### src/rtl/dcache_maint_pkg.sv
// Shared types for the D-cache maintenance sequencer and the cache maintenance port.
package dcache_maint_pkg;

    typedef enum logic [1:0] {
        NONE  = 2'b00,
        WB    = 2'b01,
        INV   = 2'b10,
        WBINV = 2'b11
    } maint_op_t;

    typedef enum logic [1:0] {
        IDLE  = 2'b00,
        DRAIN = 2'b01,
        ISSUE = 2'b10,
        DONE  = 2'b11
    } maint_state_t;

    // wb maps to bit0 and inv to bit1, so both together give WBINV
    function automatic maint_op_t req_op(input logic wb, input logic inv);
        return maint_op_t'({inv, wb});
    endfunction

endpackage

### src/rtl/dcache_maint_sequencer.sv
// Whole-cache maintenance sweep sequencer: parks the frontend, drains it, then walks
// every line index over the maintenance port; requests seen mid-sweep are replayed.
module dcache_maint_sequencer
    import dcache_maint_pkg::*;
#(
    parameter int unsigned INDEX_BITS = 8
) (
    input  logic                  clk,
    input  logic                  reset,
    input  logic                  start_wb,
    input  logic                  start_inv,
    output logic                  busy,
    output logic                  done,
    output logic                  frontend_hold,
    input  logic                  frontend_idle,
    output logic                  maint_valid,
    output maint_op_t             maint_op,
    output logic [INDEX_BITS-1:0] maint_index,
    input  logic                  maint_ack
);

    localparam logic [INDEX_BITS-1:0] LAST_INDEX = '1;

    maint_state_t          state;
    maint_op_t             op_r;
    maint_op_t             pend_r;
    logic [INDEX_BITS-1:0] index_r;

    maint_op_t req;
    maint_op_t merged;

    assign req    = req_op(start_wb, start_inv);
    assign merged = maint_op_t'(pend_r | req);

    // Sweep FSM; every output is loaded together with the transition that defines it
    always_ff @(posedge clk or posedge reset) begin
        if (reset) begin
            state         <= IDLE;
            op_r          <= NONE;
            pend_r        <= NONE;
            index_r       <= '0;
            busy          <= 1'b0;
            done          <= 1'b0;
            frontend_hold <= 1'b0;
            maint_valid   <= 1'b0;
            maint_op      <= NONE;
            maint_index   <= '0;
        end else begin
            done <= 1'b0;
            case (state)
                IDLE: begin
                    if (req != NONE) begin
                        op_r          <= req;
                        state         <= DRAIN;
                        busy          <= 1'b1;
                        frontend_hold <= 1'b1;
                    end
                end
                DRAIN: begin
                    pend_r <= merged;
                    if (frontend_idle) begin
                        state       <= ISSUE;
                        index_r     <= '0;
                        maint_valid <= 1'b1;
                        maint_op    <= op_r;
                        maint_index <= '0;
                    end
                end
                ISSUE: begin
                    pend_r <= merged;
                    if (maint_ack) begin
                        if (index_r == LAST_INDEX) begin
                            state         <= DONE;
                            done          <= 1'b1;
                            frontend_hold <= 1'b0;
                            maint_valid   <= 1'b0;
                            maint_op      <= NONE;
                            maint_index   <= '0;
                        end else begin
                            index_r     <= index_r + INDEX_BITS'(1);
                            maint_index <= index_r + INDEX_BITS'(1);
                        end
                    end
                end
                DONE: begin
                    // A request landing in this very cycle joins the replayed opcode
                    pend_r <= NONE;
                    if (merged != NONE) begin
                        op_r          <= merged;
                        state         <= DRAIN;
                        frontend_hold <= 1'b1;
                    end else begin
                        state <= IDLE;
                        busy  <= 1'b0;
                    end
                end
                default: begin
                    state <= IDLE;
                end
            endcase
        end
    end

endmodule

### config.mk
export PLATFORM = sky130hd
export DESIGN_NAME = dcache_maint_sequencer
export DESIGN_NICKNAME = d
export VERILOG_FILES = /design/src/rtl/dcache_maint_pkg.sv /design/src/rtl/dcache_maint_sequencer.sv
export SDC_FILE = /design/constraint.sdc
export NUM_CORES = 1
export LEC_CHECK = 0
export ABC_AREA = 1
export ABC_CLOCK_PERIOD_IN_PS = 2150
export BUFFER_PORTS_ARGS = -buffer_cell sky130_fd_sc_hd__buf_4
export CAP_MARGIN = 20
export CORE_MARGIN = 2
export CORE_UTILIZATION = 40
export CTS_BUF_LIST = sky130_fd_sc_hd__clkbuf_4 sky130_fd_sc_hd__clkbuf_8
export DETAILED_ROUTE_END_ITERATION = 10
export PLACE_DENSITY_LB_ADDON = 0.05
export SYNTH_ARGS = -nofsm -noshare
export SYNTH_HDL_FRONTEND = slang
export SYNTH_SLANG_ARGS = --single-unit
### constraint.sdc
create_clock -name clk -period 2.15 [get_ports clk]
set_clock_uncertainty 0.2 [all_clocks]
set_input_delay 0.43 -clock clk [delete_from_list [all_inputs] [get_ports clk]]
set_output_delay 0.43 -clock clk [all_outputs]
set_load 0.005 [all_outputs]
== Word level (Yosys, flattened, before mapping) ==
Cells that the tools add are included.

* Register bits after elaboration: 28
* Word-level logic and storage cells: 71

* $add $sub $neg: 1
* Eq/ne operators: 11
* Mux-type cells: 33
* Bitwise operators: 1
* Reductions and logical operators: 15

{| class="wikitable"
|+ Operators by type and width
! operator !! count
|-
| $mux W8 || 5
|-
| $pmux W8 S2 || 2
|-
| $mux W2 || 9
|-
| $ne A2 B2 Y1 const B || 7
|-
| $pmux W2 S2 || 3
|-
| $reduce_and A4 Y1 || 3
|-
| $mux W1 || 10
|-
| $reduce_bool A2 Y1 || 5
|-
| $reduce_and A3 Y1 || 3
|-
| $add A8 B1 Y8 const B || 1
|-
| $eq A8 B8 Y1 const B || 1
|-
| $pmux W2 S4 || 1
|-
| $reduce_and A5 Y1 || 1
|-
| $eq A2 B2 Y1 const B || 2
|-
| $pmux W1 S2 || 2
|-
| $pmux W1 S3 || 1
|-
| $reduce_bool A3 Y1 || 1
|-
| $eq A2 B1 Y1 const B || 1
|-
| $logic_not A2 Y1 || 1
|-
| $or A2 B2 Y2 || 1
|-
| $reduce_or A2 Y1 || 1
|}

== Depth between registers and ports, before layout ==
Gate-level depths: netlist of run 1.

* Word-level depth: 4
* Gate-level depth with buffers: 9

== Least setup slack after synthesis of run 1 ==
Ideal clock, no wire load.

* Kind: flip-flop to flip-flop
* Start: register state[0]
* End: register maint_index[4]
* Setup time: 0.118 ns
* Data arrival time: 1.370 ns
* Path slack: 0.463 ns
* Cell stages (with the launch flop): 10
* Buffers on the path: 1
* Period minus slack after synthesis: 1.687 ns
* Path through: dfrtp_1 -> inv_1 -> ha_1 -> nand2_1 -> nand2_2 -> a21oi_4 -> inv_2 -> buf_6 -> nand2_1 -> o21ai_2

* Word-level cells in the longest chain between the ends: 3
* Elaborated cells on any way between the ends: 7
* Classes of those cells: eq/ne: 4; mux: 1; reduce/logical: 2

{| class="wikitable"
|+ Ends and longest elaborated chain
! what !! line !! text
|-
| start: declaration || dcache_maint_sequencer.sv:24 || <nowiki>maint_state_t state;</nowiki>
|-
| start signal: assignment || dcache_maint_sequencer.sv:38 || <nowiki>state <= IDLE;</nowiki>
|-
| start signal: assignment || dcache_maint_sequencer.sv:54 || <nowiki>state <= DRAIN;</nowiki>
|-
| start signal: assignment || dcache_maint_sequencer.sv:62 || <nowiki>state <= ISSUE;</nowiki>
|-
| $eq A2 B2 Y1 / $eq A2 B1 Y1 (equally long branches) || dcache_maint_sequencer.sv:50 || <nowiki>case (state)</nowiki>
|-
| $ne A2 B2 Y1 (no source line) / $reduce_bool A2 Y1 (equally long branches) || - ||
|-
| $reduce_and A3 Y1 (no source line) || - ||
|-
| end signal: assignment || dcache_maint_sequencer.sv:81 || <nowiki>maint_index <= index_r + INDEX_BITS'(1);</nowiki>
|-
| end: declaration || dcache_maint_sequencer.sv:18 || <nowiki>output logic [INDEX_BITS-1:0] maint_index,</nowiki>
|}

Several ways; a longest one is shown, not always the timed one.
A chain may end at the register's enable or synchronous reset.

== Worst setup path after layout of run 1 ==
* Start: register state[0]
* End: register index_r[4]

* Word-level cells in the longest chain between the ends: 3
* Elaborated cells on any way between the ends: 8
* Classes of those cells: eq/ne: 5; mux: 1; reduce/logical: 2

{| class="wikitable"
|+ Ends and longest elaborated chain
! what !! line !! text
|-
| $eq A2 B2 Y1 / $eq A2 B1 Y1 (equally long branches) || dcache_maint_sequencer.sv:50 ||
|-
| $ne A2 B2 Y1 (no source line) / $reduce_bool A2 Y1 (equally long branches) || - ||
|-
| $reduce_and A4 Y1 (no source line) || - ||
|-
| end signal: assignment || dcache_maint_sequencer.sv:80 || <nowiki>index_r <= index_r + INDEX_BITS'(1);</nowiki>
|-
| end: declaration || dcache_maint_sequencer.sv:27 || <nowiki>logic [INDEX_BITS-1:0] index_r;</nowiki>
|}

Several ways; a longest one is shown, not always the timed one.

==> flow_summary.json, run 1 <==
{
  "holdPathStages": 3,
  "fin_crit_sh_pct": 86.8,
  "clkPwrFrac_pct": 14.0,
  "relSlewSlack_pct": 76.3,
  "fmax_ghz": 0.536,
  "antennaDiodeCount": 0,
  "timing.rr.start": "state[0]",
  "worstPathCellList": "inv_1 -> ha_1 -> nand2_1 -> nand2_2 -> a21oi_4 -> inv_2 -> o21ai_0",
  "synth_cell_types": 22,
  "holdPathEnd": "done",
  "drtPass1Iterations": 4,
  "criticalPathCategory": "reg2reg",
  "hold_buffers": 1,
  "path_clk_slew_ns": 0.15,
  "total_power_mw": 1.88,
  "via_per_inst": 4.62,
  "drt-total-wl_um": 2600,
  "final_area_mm2": 0.00164,
  "clockBufferDepth": 2,
  "critPathMaxStageDelay_ns": 0.43,
  "p_sw_mw": 0.792,
  "row_count": 21,
  "drive_above_1_share_pct": 19.5,
  "crit_slowest_cell": "dfrtp_1",
  "min_period_ns": 1.87,
  "synth_compound_area_share_pct": 9.21,
  "place_congestion": 0.757,
  "p_per_area_mw_per_mm2": 1150,
  "portBuffers": 19,
  "synth_xor_xnor_area_share_pct": 0,
  "fin_tns_setup_ns": 0,
  "synth-seq-cells": 28,
  "hold_violations": 0,
  "hpwl_um": 1950,
  "status": "finished clean",
  "start_util_pct": 41.9,
  "synth_top_family_by_area": "simple AND/OR/NAND/NOR gates",
  "dieArea_mm2": 0.00399,
  "min-delay-start": "maint_ack",
  "grt_pass1_vias": 1091,
  "r2r-end": "index_r[4]",
  "syn2layout_area_growth_pct": 17.1,
  "synth_fa_ha_area_share_pct": 5.37,
  "wl_per_cell_um": 10.8,
  "post_cts_resized": 0,
  "numClockSinks": 28,
  "gr-usage-all-layers_pct": 15.2,
  "vias": 1113,
  "cts_tree": "built",
  "pwr-share-comb_pct": 45.3,
  "layout.nets": 208,
  "nFillCells": 340,
  "synthCells": 172,
  "finalSetupViolCount": 0,
  "drtIter0Drc": 67,
  "numCtsBuffers": 3,
  "rsz0062_at_grt": "false",
  "synth_simple_gate_area_share_pct": 28.9,
  "required_ns": 2.22,
  "die_h_um": 63.1,
  "drc": 0,
  "syn_nets": 184,
  "crit_buf_inv": 2,
  "tightestPinTransition_ns": 0.356,
  "htreeDepth": 1,
  "placed_area_mm2": 0.00159,
  "ioPinCount": 20,
  "syn-cell-area_mm2": 0.00140,
  "pwr-share-seq_pct": 40.6,
  "clock_latency_ns": 0.34,
  "yosys_warnings": 0,
  "overflow": 0,
  "grt_first_pass_wirelength_um": 4820,
  "p_sw_share_pct": 42.2,
  "grt_max_degree": 29,
  "post_cts_buffers": 0,
  "r2r_slack_ns": 0.28,
  "die_x_um": 63.1,
  "cp-start-kind": "register",
  "leakagePower_nw": 0.871,
  "antenna_left": 0,
  "synth.avg_cell_area_um2": 8.13,
  "hold_class": "in2reg",
  "max-cap-violations": 0,
  "internal_power_mw": 1.08,
  "ys_seq_area_share_pct": 50.1,
  "critical-path-top-delay-family": "flip-flops",
  "arrival_ns": 1.93,
  "rr_worst_depth": 7,
  "path_max_fanout": 12,
  "antenna_found_initial": 0,
  "worst_setup_path_end_kind": "register",
  "irDropWorstVdd_mv": 0.507,
  "cts_root_buf": "clkbuf_4",
  "coreArea_mm2": 0.00334,
  "synthMuxAreaShare_pct": 0,
  "drv_slew": 0
}
[per-layer routing]
metal  routed length (um)  global-route usage [%]  part of all wire [%]
met4                   54                    6.67                   2.1
met1                 1350                    21.9                    52
met5                    0                       0                     0
met3                   70                    1.79                   2.7
met2                 1130                    23.1                    43
[power by group through the flow]
stage	registers (mW)	logic, mW	clock network, mW
floorplan	0.757	0.636	0
global route	0.783	0.997	0.303
CTS	0.761	0.866	0.278
finish	0.762	0.850	0.263
detailed placement	0.773	0.860	0
global placement	0.767	0.836	0
[kinds of logic after synthesis]
logic type               count (synthesis)
AND/OR/NAND/NOR                         95
flip-flops                              28
buffers and inverters                   22
AO/OA/AOI/OAI                           21
adder cells (fa/ha/maj)                  6
[final cells by class]
cell class | instances | area (um2) | area share (%)
Timing Repair Buffer | 21 | 160 | 9.78
Tap cell | 46 | 57.6 | 3.51
Multi-Input combinational cell | 122 | 608 | 37.1
Sequential cell | 28 | 701 | 42.8
Inverter | 20 | 75.1 | 4.58
Clock buffer | 4 | 36.3 | 2.22
[metrics by stage]
step / hold WS (ns) / util, % / setup slack [ns] / cells
6_report: 0.122 / 49.1 / 0.285 / 241
5_1_grt: 0.132 / 49.1 / 0.134 / 241
4_1_cts: 0.115 / 49.1 / 0.248 / 241
3_5_place_dp: 0.268 / 47.7 / 0.267 / 236
3_3_place_gp: 0.263 / 47.7 / 0.395 / 236
2_1_floorplan: 0.254 / - / 0.463 / 172
[cell usage after synthesis, drive strengths merged]
| master | number | share of area [%] |
|---|---|---|
| o211ai | 1 | 0.54 |
| ha | 6 | 5.4 |
| inv | 19 | 5.1 |
| buf | 1 | 0.80 |
| nand2 | 66 | 19 |
| nand3 | 12 | 4.3 |
| o21ai | 13 | 5.2 |
| nor2 | 14 | 4.7 |
| dfrtp | 28 | 50 |
| nand4 | 2 | 0.89 |
| clkinv | 1 | 0.27 |
| or2 | 1 | 0.45 |
| clkbuf | 1 | 0.27 |
| o31ai | 1 | 0.54 |
| a21oi | 6 | 3.0 |
[sequential cells by signal, summed over array words and instances, names as in the netlist]
| register | flops |
|---|---|
| busy | 1 |
| frontend_hold | 1 |
| maint_index | 8 |
| maint_valid | 1 |
| index_r | 8 |
| pend_r | 2 |
| state | 2 |
| op_r | 2 |
| done | 1 |
| maint_op | 2 |
[tightest hold or removal path, cell delays in order]
cell and delay (ns):
buf_4 0.10, inv_1 0.06, nor2_1 0.04
[layout by cell type, fill, tap and decap left out, types with 3 or more instances in the layout]
master    instances
nor2_1           11
ha_1              6
o21ai_0          10
buf_4            20
nand2_2           5
dfrtp_1          28
nand3_1          12
nand2_1          61
a21oi_1           5
clkbuf_4          3
inv_1            17
[worst max-delay path by stage]
stage / start / end / cells past startpoint
floorplan: state[0] / maint_index[4] / 9
global placement: state[0] / maint_index[6] / 8
detailed placement: state[0] / index_r[4] / 8
CTS: state[0] / index_r[4] / 7
global route: state[0] / index_r[4] / 7
finish: state[0] / index_r[4] / 7
Note: power is estimated with default switching activity, not from simulation.
==> inputs of run 2 (changes only) <==
--- a/config.mk
+++ b/config.mk
@@ -10,7 +10,7 @@
 export BUFFER_PORTS_ARGS = -buffer_cell sky130_fd_sc_hd__buf_4
 export CAP_MARGIN = 20
 export CORE_MARGIN = 2
-export CORE_UTILIZATION = 40
+export CORE_UTILIZATION = 58
 export CTS_BUF_LIST = sky130_fd_sc_hd__clkbuf_4 sky130_fd_sc_hd__clkbuf_8
 export DETAILED_ROUTE_END_ITERATION = 10
 export PLACE_DENSITY_LB_ADDON = 0.05
==> run 2 against run 1 <==
Effect of this change:
- sequential share of layout area grew 0.97 points
- die area shrank 29%
- worst hold slack gained 0.031 ns
- register-to-register slack is essentially flat
- global-route usage grew 7.4 points
- count of clock-buffer cells in the layout shrank 1
- setup slack gained 0.0096 ns
- first-iteration DRC count shrank 57%
- largest cell class unchanged
- core utilization grew 22 points
- largest power group unchanged
- sequential cell count is the same
- via count grew 4.7%
==> flow_summary.json, run 2 (synthesized netlist as in run 1, its figures left out) <==
{
  "hold_violations": 0,
  "clockBufferDepth": 2,
  "antennaDiodeCount": 0,
  "r2r-end": "index_r[4]",
  "hold_buffers": 1,
  "hold_class": "in2reg",
  "largestRegisters": "index_r: 8 flops, maint_index: 8 flops",
  "drv_slew": 0,
  "drt-total-wl_um": 2610,
  "rsz0062_at_grt": "false",
  "grt_pass1_vias": 1090,
  "crit_slowest_cell": "dfrtp_1",
  "fin_tns_setup_ns": 0,
  "drive_above_1_share_pct": 19.1,
  "post_cts_buffers": 0,
  "grt_first_pass_wirelength_um": 4690,
  "wl_per_cell_um": 11.8,
  "p_sw_share_pct": 42.8,
  "leakagePower_nw": 0.864,
  "p_per_area_mw_per_mm2": 1140,
  "path_max_fanout": 8,
  "gr-usage-all-layers_pct": 22.6,
  "required_ns": 2.16,
  "clkPwrFrac_pct": 11.5,
  "numCtsBuffers": 3,
  "finalWorstSetupSlack_ns": 0.294,
  "antenna_found_initial": 0,
  "htreeDepth": 1,
  "dieArea_mm2": 0.00282,
  "drc": 0,
  "arrival_ns": 1.87,
  "criticalPathCategory": "reg2reg",
  "placed_area_mm2": 0.00157,
  "coreArea_mm2": 0.00225,
  "holdPathStages": 3,
  "syn2layout_area_growth_pct": 14.5,
  "pwr-share-seq_pct": 41.7,
  "r2r_slack_ns": 0.29,
  "drtPass1Iterations": 4,
  "portBuffers": 19,
  "clock_latency_ns": 0.32,
  "p_sw_mw": 0.782,
  "worst_setup_path_end_kind": "register",
  "finalSetupViolCount": 0,
  "min-delay-start": "maint_ack",
  "cts_tree": "built",
  "min_period_ns": 1.86,
  "final_cell_count_no_fill": 222,
  "row_count": 17,
  "dp_slack_ns": 0.302,
  "cp-start-kind": "register",
  "tightestPinTransition_ns": 0.340,
  "post_cts_resized": 0,
  "max-cap-violations": 0,
  "most-common-layout-cells": "61 x nand2_1, 28 x dfrtp_1, 20 x buf_4, 17 x inv_1, 12 x nand3_1",
  "relSlewSlack_pct": 77.3,
  "drtIter0Drc": 29,
  "antenna_left": 0,
  "layout.nets": 208,
  "hpwl_um": 2020,
  "worstPathCellList": "inv_1 -> ha_1 -> nand2_1 -> nand2_2 -> a21oi_4 -> nand2_2 -> nand2_1 -> o21ai_0",
  "fmax_ghz": 0.539,
  "critPathMaxStageDelay_ns": 0.42,
  "dp.cells": 218,
  "rr_worst_depth": 8,
  "final_area_mm2": 0.00160,
  "start_util_pct": 62.0,
  "final_common_cell": "nand2_1",
  "path_clk_slew_ns": 0.14,
  "internal_power_mw": 1.05,
  "vias": 1165,
  "numClockSinks": 28,
  "pwr-share-comb_pct": 46.7,
  "grt_max_degree": 29,
  "cts_root_buf": "clkbuf_4",
  "ioPinCount": 20,
  "nFillCells": 192,
  "overflow": 0,
  "die_x_um": 53.1,
  "holdPathEnd": "done",
  "die_h_um": 53.1,
  "timing.rr.start": "state[0]",
  "place_congestion": 0.846,
  "irDropWorstVdd_mv": 0.963,
  "via_per_inst": 5.25,
  "fin_crit_sh_pct": 86.3,
  "status": "finished clean"
}
-- run 2: changes by cell type in the layout (fill, tap and decap cells not counted), sizes merged --
cell    change
clkbuf      -1
-- run 2: routing by layer --
| layer | global-route usage, % | wire, um |
|---|---|---|
| met1 | 29.2 | 1220 |
| met2 | 39.6 | 1270 |
| met3 | 2.82 | 105 |
| met4 | 6.41 | 13 |
| met5 | 0 | 0 |
-- run 2: critical path, delay by kind of cell, from the launching register on --
family / cells / cell delay, ns
compound gates: 2 / 0.29
fa+ha+maj: 1 / 0.28
buf+inv: 1 / 0.11
flops: 1 / 0.42
simple gates: 4 / 0.45
-- run 2: area by class of cell --
cell class	instances	area (um2)	share of cell area [%]
flip-flops and latches	28	701	43.7
multi-input cells	122	608	38.0
repair buffers	21	160	10.0
inverters	20	75.1	4.69
well taps	28	35.0	2.19
clock buffers	3	22.5	1.41
-- run 2: worst max-delay path by stage --
| stage | end | cells after the start | slack (ns) | start |
|---|---|---|---|---|
| final | index_r[4] | 8 | 0.29 | state[0] |
| after global routing | index_r[6] | 8 | 0.08 | state[0] |
| after CTS | index_r[4] | 7 | 0.27 | state[0] |
| after detailed placement | maint_index[4] | 8 | 0.30 | state[0] |
| after global placement | index_r[6] | 8 | 0.42 | state[0] |
| after floorplan | maint_index[4] | 9 | 0.46 | state[0] |
-- run 2: stage by stage --
step | hold slack [ns] | util [%] | total power, mW
final | 0.153 | 71.0 | 1.83
after global routing | 0.155 | 71.0 | 2.00
after CTS | 0.155 | 71.0 | 1.83
after detailed placement | 0.270 | 69.6 | 1.62
after global placement | 0.264 | 69.6 | 1.58
after floorplan | 0.254 | - | 1.39
-- run 2: power groups by stage --
stage / Clock [mW] / Combinational, mW / Sequential (mW)
6_report: 0.210 / 0.854 / 0.763
5_1_grt: 0.231 / 0.991 / 0.781
4_1_cts: 0.213 / 0.857 / 0.762
3_5_place_dp: 0 / 0.852 / 0.772
3_3_place_gp: 0 / 0.817 / 0.764
2_1_floorplan: 0 / 0.636 / 0.757
==> inputs of run 3 (changes only) <==
--- a/config.mk
+++ b/config.mk
@@ -5,7 +5,6 @@
 export SDC_FILE = /design/constraint.sdc
 export NUM_CORES = 1
 export LEC_CHECK = 0
-export ABC_AREA = 1
 export ABC_CLOCK_PERIOD_IN_PS = 2150
 export BUFFER_PORTS_ARGS = -buffer_cell sky130_fd_sc_hd__buf_4
 export CAP_MARGIN = 20
==> run 3 against run 2 <==
Effect of this change:
- sequential share of layout area is 2.9 points lower
- critical path type unchanged
- combinational power barely moved
- largest cell class is now multi-input gates
- largest power group unchanged
- register-to-register slack got worse by 0.17 ns
- count of clock-buffer cells in the layout stayed put
==> flow_summary.json, run 3 <==
{
  "worst_setup_path_end_kind": "register",
  "pwr-share-comb_pct": 43.9,
  "gr-usage-all-layers_pct": 23.7,
  "grt_pass1_vias": 1072,
  "drtIter0Drc": 26,
  "antenna_found_initial": 0,
  "post_cts_buffers": 0,
  "total_power_mw": 1.94,
  "fin_crit_sh_pct": 94.3,
  "layout.nets": 180,
  "ys_seq_area_share_pct": 48.7,
  "rsz0062_at_grt": "false",
  "antenna_left": 0,
  "irDropWorstVdd_mv": 0.893,
  "synth-seq-cells": 28,
  "syn-cell-area_mm2": 0.00144,
  "leakagePower_nw": 0.842,
  "die_h_um": 53.8,
  "coreArea_mm2": 0.00241,
  "criticalPathCategory": "reg2reg",
  "p_sw_mw": 0.711,
  "most-common-layout-cells": "28 x dfrtp_1, 26 x buf_4, 12 x nor2_1, 10 x a21oi_1, 10 x o21ai_0",
  "fin_tns_setup_ns": 0,
  "yosysMostFrequentCell": "dfrtp_1",
  "async_flop_share_pct": 100,
  "r2r-end": "index_r[1]",
  "row_count": 18,
  "crit_slowest_cell": "dfrtp_1",
  "status": "finished clean",
  "hold_violations": 0,
  "dieArea_mm2": 0.00289,
  "hpwl_um": 2140,
  "min_period_ns": 2.03,
  "finalSetupViolCount": 0,
  "tightestPinTransition_ns": 0.354,
  "p_per_area_mw_per_mm2": 1130,
  "drc": 0,
  "finalWorstSetupSlack_ns": 0.122,
  "grt_first_pass_wirelength_um": 4930,
  "timing.rr.start": "state[1]",
  "relSlewSlack_pct": 76.4,
  "synth.area.top_cells": "dfrtp_1 49%, a21o_1 5.2%, ha_1 5.2%, a21oi_1 3.5%, o21ai_0 3.5%",
  "place_congestion": 0.900,
  "synth_edf_count": 0,
  "path_clk_slew_ns": 0.16,
  "critPathMaxStageDelay_ns": 0.45,
  "numCtsBuffers": 3,
  "synth_simple_gate_area_share_pct": 17.4,
  "max-cap-violations": 0,
  "dp_slack_ns": 0.106,
  "drv_slew": 0,
  "arrival_ns": 2.07,
  "synthCells": 140,
  "final_common_cell": "dfrtp_1",
  "final_util_pct": 71.2,
  "largestRegisters": "index_r: 8 flops, maint_index: 8 flops",
  "synth_fa_ha_area_share_pct": 5.22,
  "die_x_um": 53.8,
  "wl_per_cell_um": 14.8,
  "cts_root_buf": "clkbuf_4",
  "yosys_warnings": 0,
  "endpoint": "index_r[1]",
  "path_max_fanout": 5,
  "fmax_ghz": 0.493,
  "synthFlopType": "dfrtp_1",
  "start_util_pct": 59.7,
  "via_per_inst": 5.74,
  "synthMuxAreaShare_pct": 0.783,
  "worstSetupStartpoint": "state[1]",
  "p_sw_share_pct": 36.6,
  "clkPwrFrac_pct": 18.0,
  "ys_top_cells_by_count": "28 x dfrtp_1, 12 x nor2_1, 10 x a21o_1, 10 x a21oi_1, 10 x o21ai_0",
  "ioPinCount": 20,
  "synth_top_area_share_pct": 48.7,
  "synth_top_family_by_area": "compound AO/OA/AOI/OAI gates",
  "internal_power_mw": 1.23,
  "syn_nets": 152,
  "grt_max_degree": 29,
  "syn2layout_area_growth_pct": 19.3,
  "synth_xor_xnor_area_share_pct": 2.44,
  "synth.avg_cell_area_um2": 10.3,
  "rr_worst_depth": 7,
  "drt-total-wl_um": 2920,
  "cts_tree": "built",
  "pwr-share-seq_pct": 38.2,
  "drive_above_1_share_pct": 24.0,
  "cp-start-kind": "register",
  "numClockSinks": 28,
  "r2r_slack_ns": 0.12,
  "required_ns": 2.19,
  "clock_latency_ns": 0.33,
  "overflow": 0,
  "yosys.area.top_type": "dfrtp_1",
  "clockBufferDepth": 2,
  "vias": 1130,
  "drtPass1Iterations": 4,
  "antennaDiodeCount": 0,
  "nFillCells": 185,
  "hold_class": "in2reg",
  "htreeDepth": 1,
  "synth_compound_area_share_pct": 22.6,
  "portBuffers": 19,
  "worstPathCellList": "inv_1 -> ha_1 -> nor2b_1 -> a21oi_1 -> buf_4 -> and3_1 -> a22o_1",
  "synth_cell_types": 38
}
## run 3: final cells by class
cell class                      instances  area, um2  share of cell area (%)
Tap cell                               30       37.5                    2.19
Multi-Input combinational cell        104        704                    41.1
Clock inverter                          1       30.0                    1.75
Sequential cell                        28        701                    40.8
Inverter                                4       15.0                   0.875
Clock buffer                            3       22.5                    1.31
Timing Repair Buffer                   27        205                    12.0
## run 3: what timing repair did
| item | in CTS | in global routing |
|---|---|---|
| endpoints found under the hold margin | 28 | 0 |
| gates resized for setup | 0 | 3 |
| setup endpoints to repair | 0 | 4 |
| hold buffers | 1 | 0 |
## run 3: worst max-delay path: cells and delay by family (launching register included)
family	cells	cell delay (ns)
DFF	1	0.45
and+or+nand+nor	2	0.48
buffers and inverters	2	0.29
AOI/OAI and AO/OA	2	0.30
adders and majority gates	1	0.21
## run 3: power groups by stage
stage / Clock, mW / Combinational [mW] / Sequential (mW)
4_1_cts: 0.354 / 0.841 / 0.739
5_1_grt: 0.376 / 0.956 / 0.755
6_report: 0.349 / 0.852 / 0.741
2_1_floorplan: 0 / 0.573 / 0.731
3_3_place_gp: 0 / 0.809 / 0.741
3_5_place_dp: 0 / 0.828 / 0.750
## run 3: per-layer routing
layer	wire (um)	vias up	track usage (%)
li1	-	559	-
met1	1420	546	33.1
met2	1370	23	37.8
met3	108	2	4.17
met4	16	0	6.84
met5	0	-	0
## run 3: worst min-delay path by stage
stage,from,endpoint,cells past startpoint
2_1_floorplan,maint_index[2],maint_index[2],2
3_3_place_gp,maint_index[5],maint_index[5],1
3_5_place_dp,maint_index[7],maint_index[7],1
4_1_cts,start_wb,pend_r[0],3
5_1_grt,start_inv,pend_r[1],3
6_report,start_wb,pend_r[0],3
## run 3: cell families (layout without fill, tap and decap cells)
logic type	after synthesis	in the layout
AO/OA/AOI/OAI	48	48
AND/OR/NAND/NOR	45	45
flip-flops	28	28
XOR/XNOR	4	4
buffers and inverters	8	35
adder cells (fa/ha/maj)	6	6
multiplexers	1	1
## run 3: metrics by stage
step                hold slack [ns]  std cells  instance area (um2)
finish                        0.163        197                 1720
CTS                           0.161        197                 1710
global route                  0.184        197                 1720
detailed placement            0.269        192                 1650
global placement              0.264        192                 1650
floorplan                     0.273        140                 1440
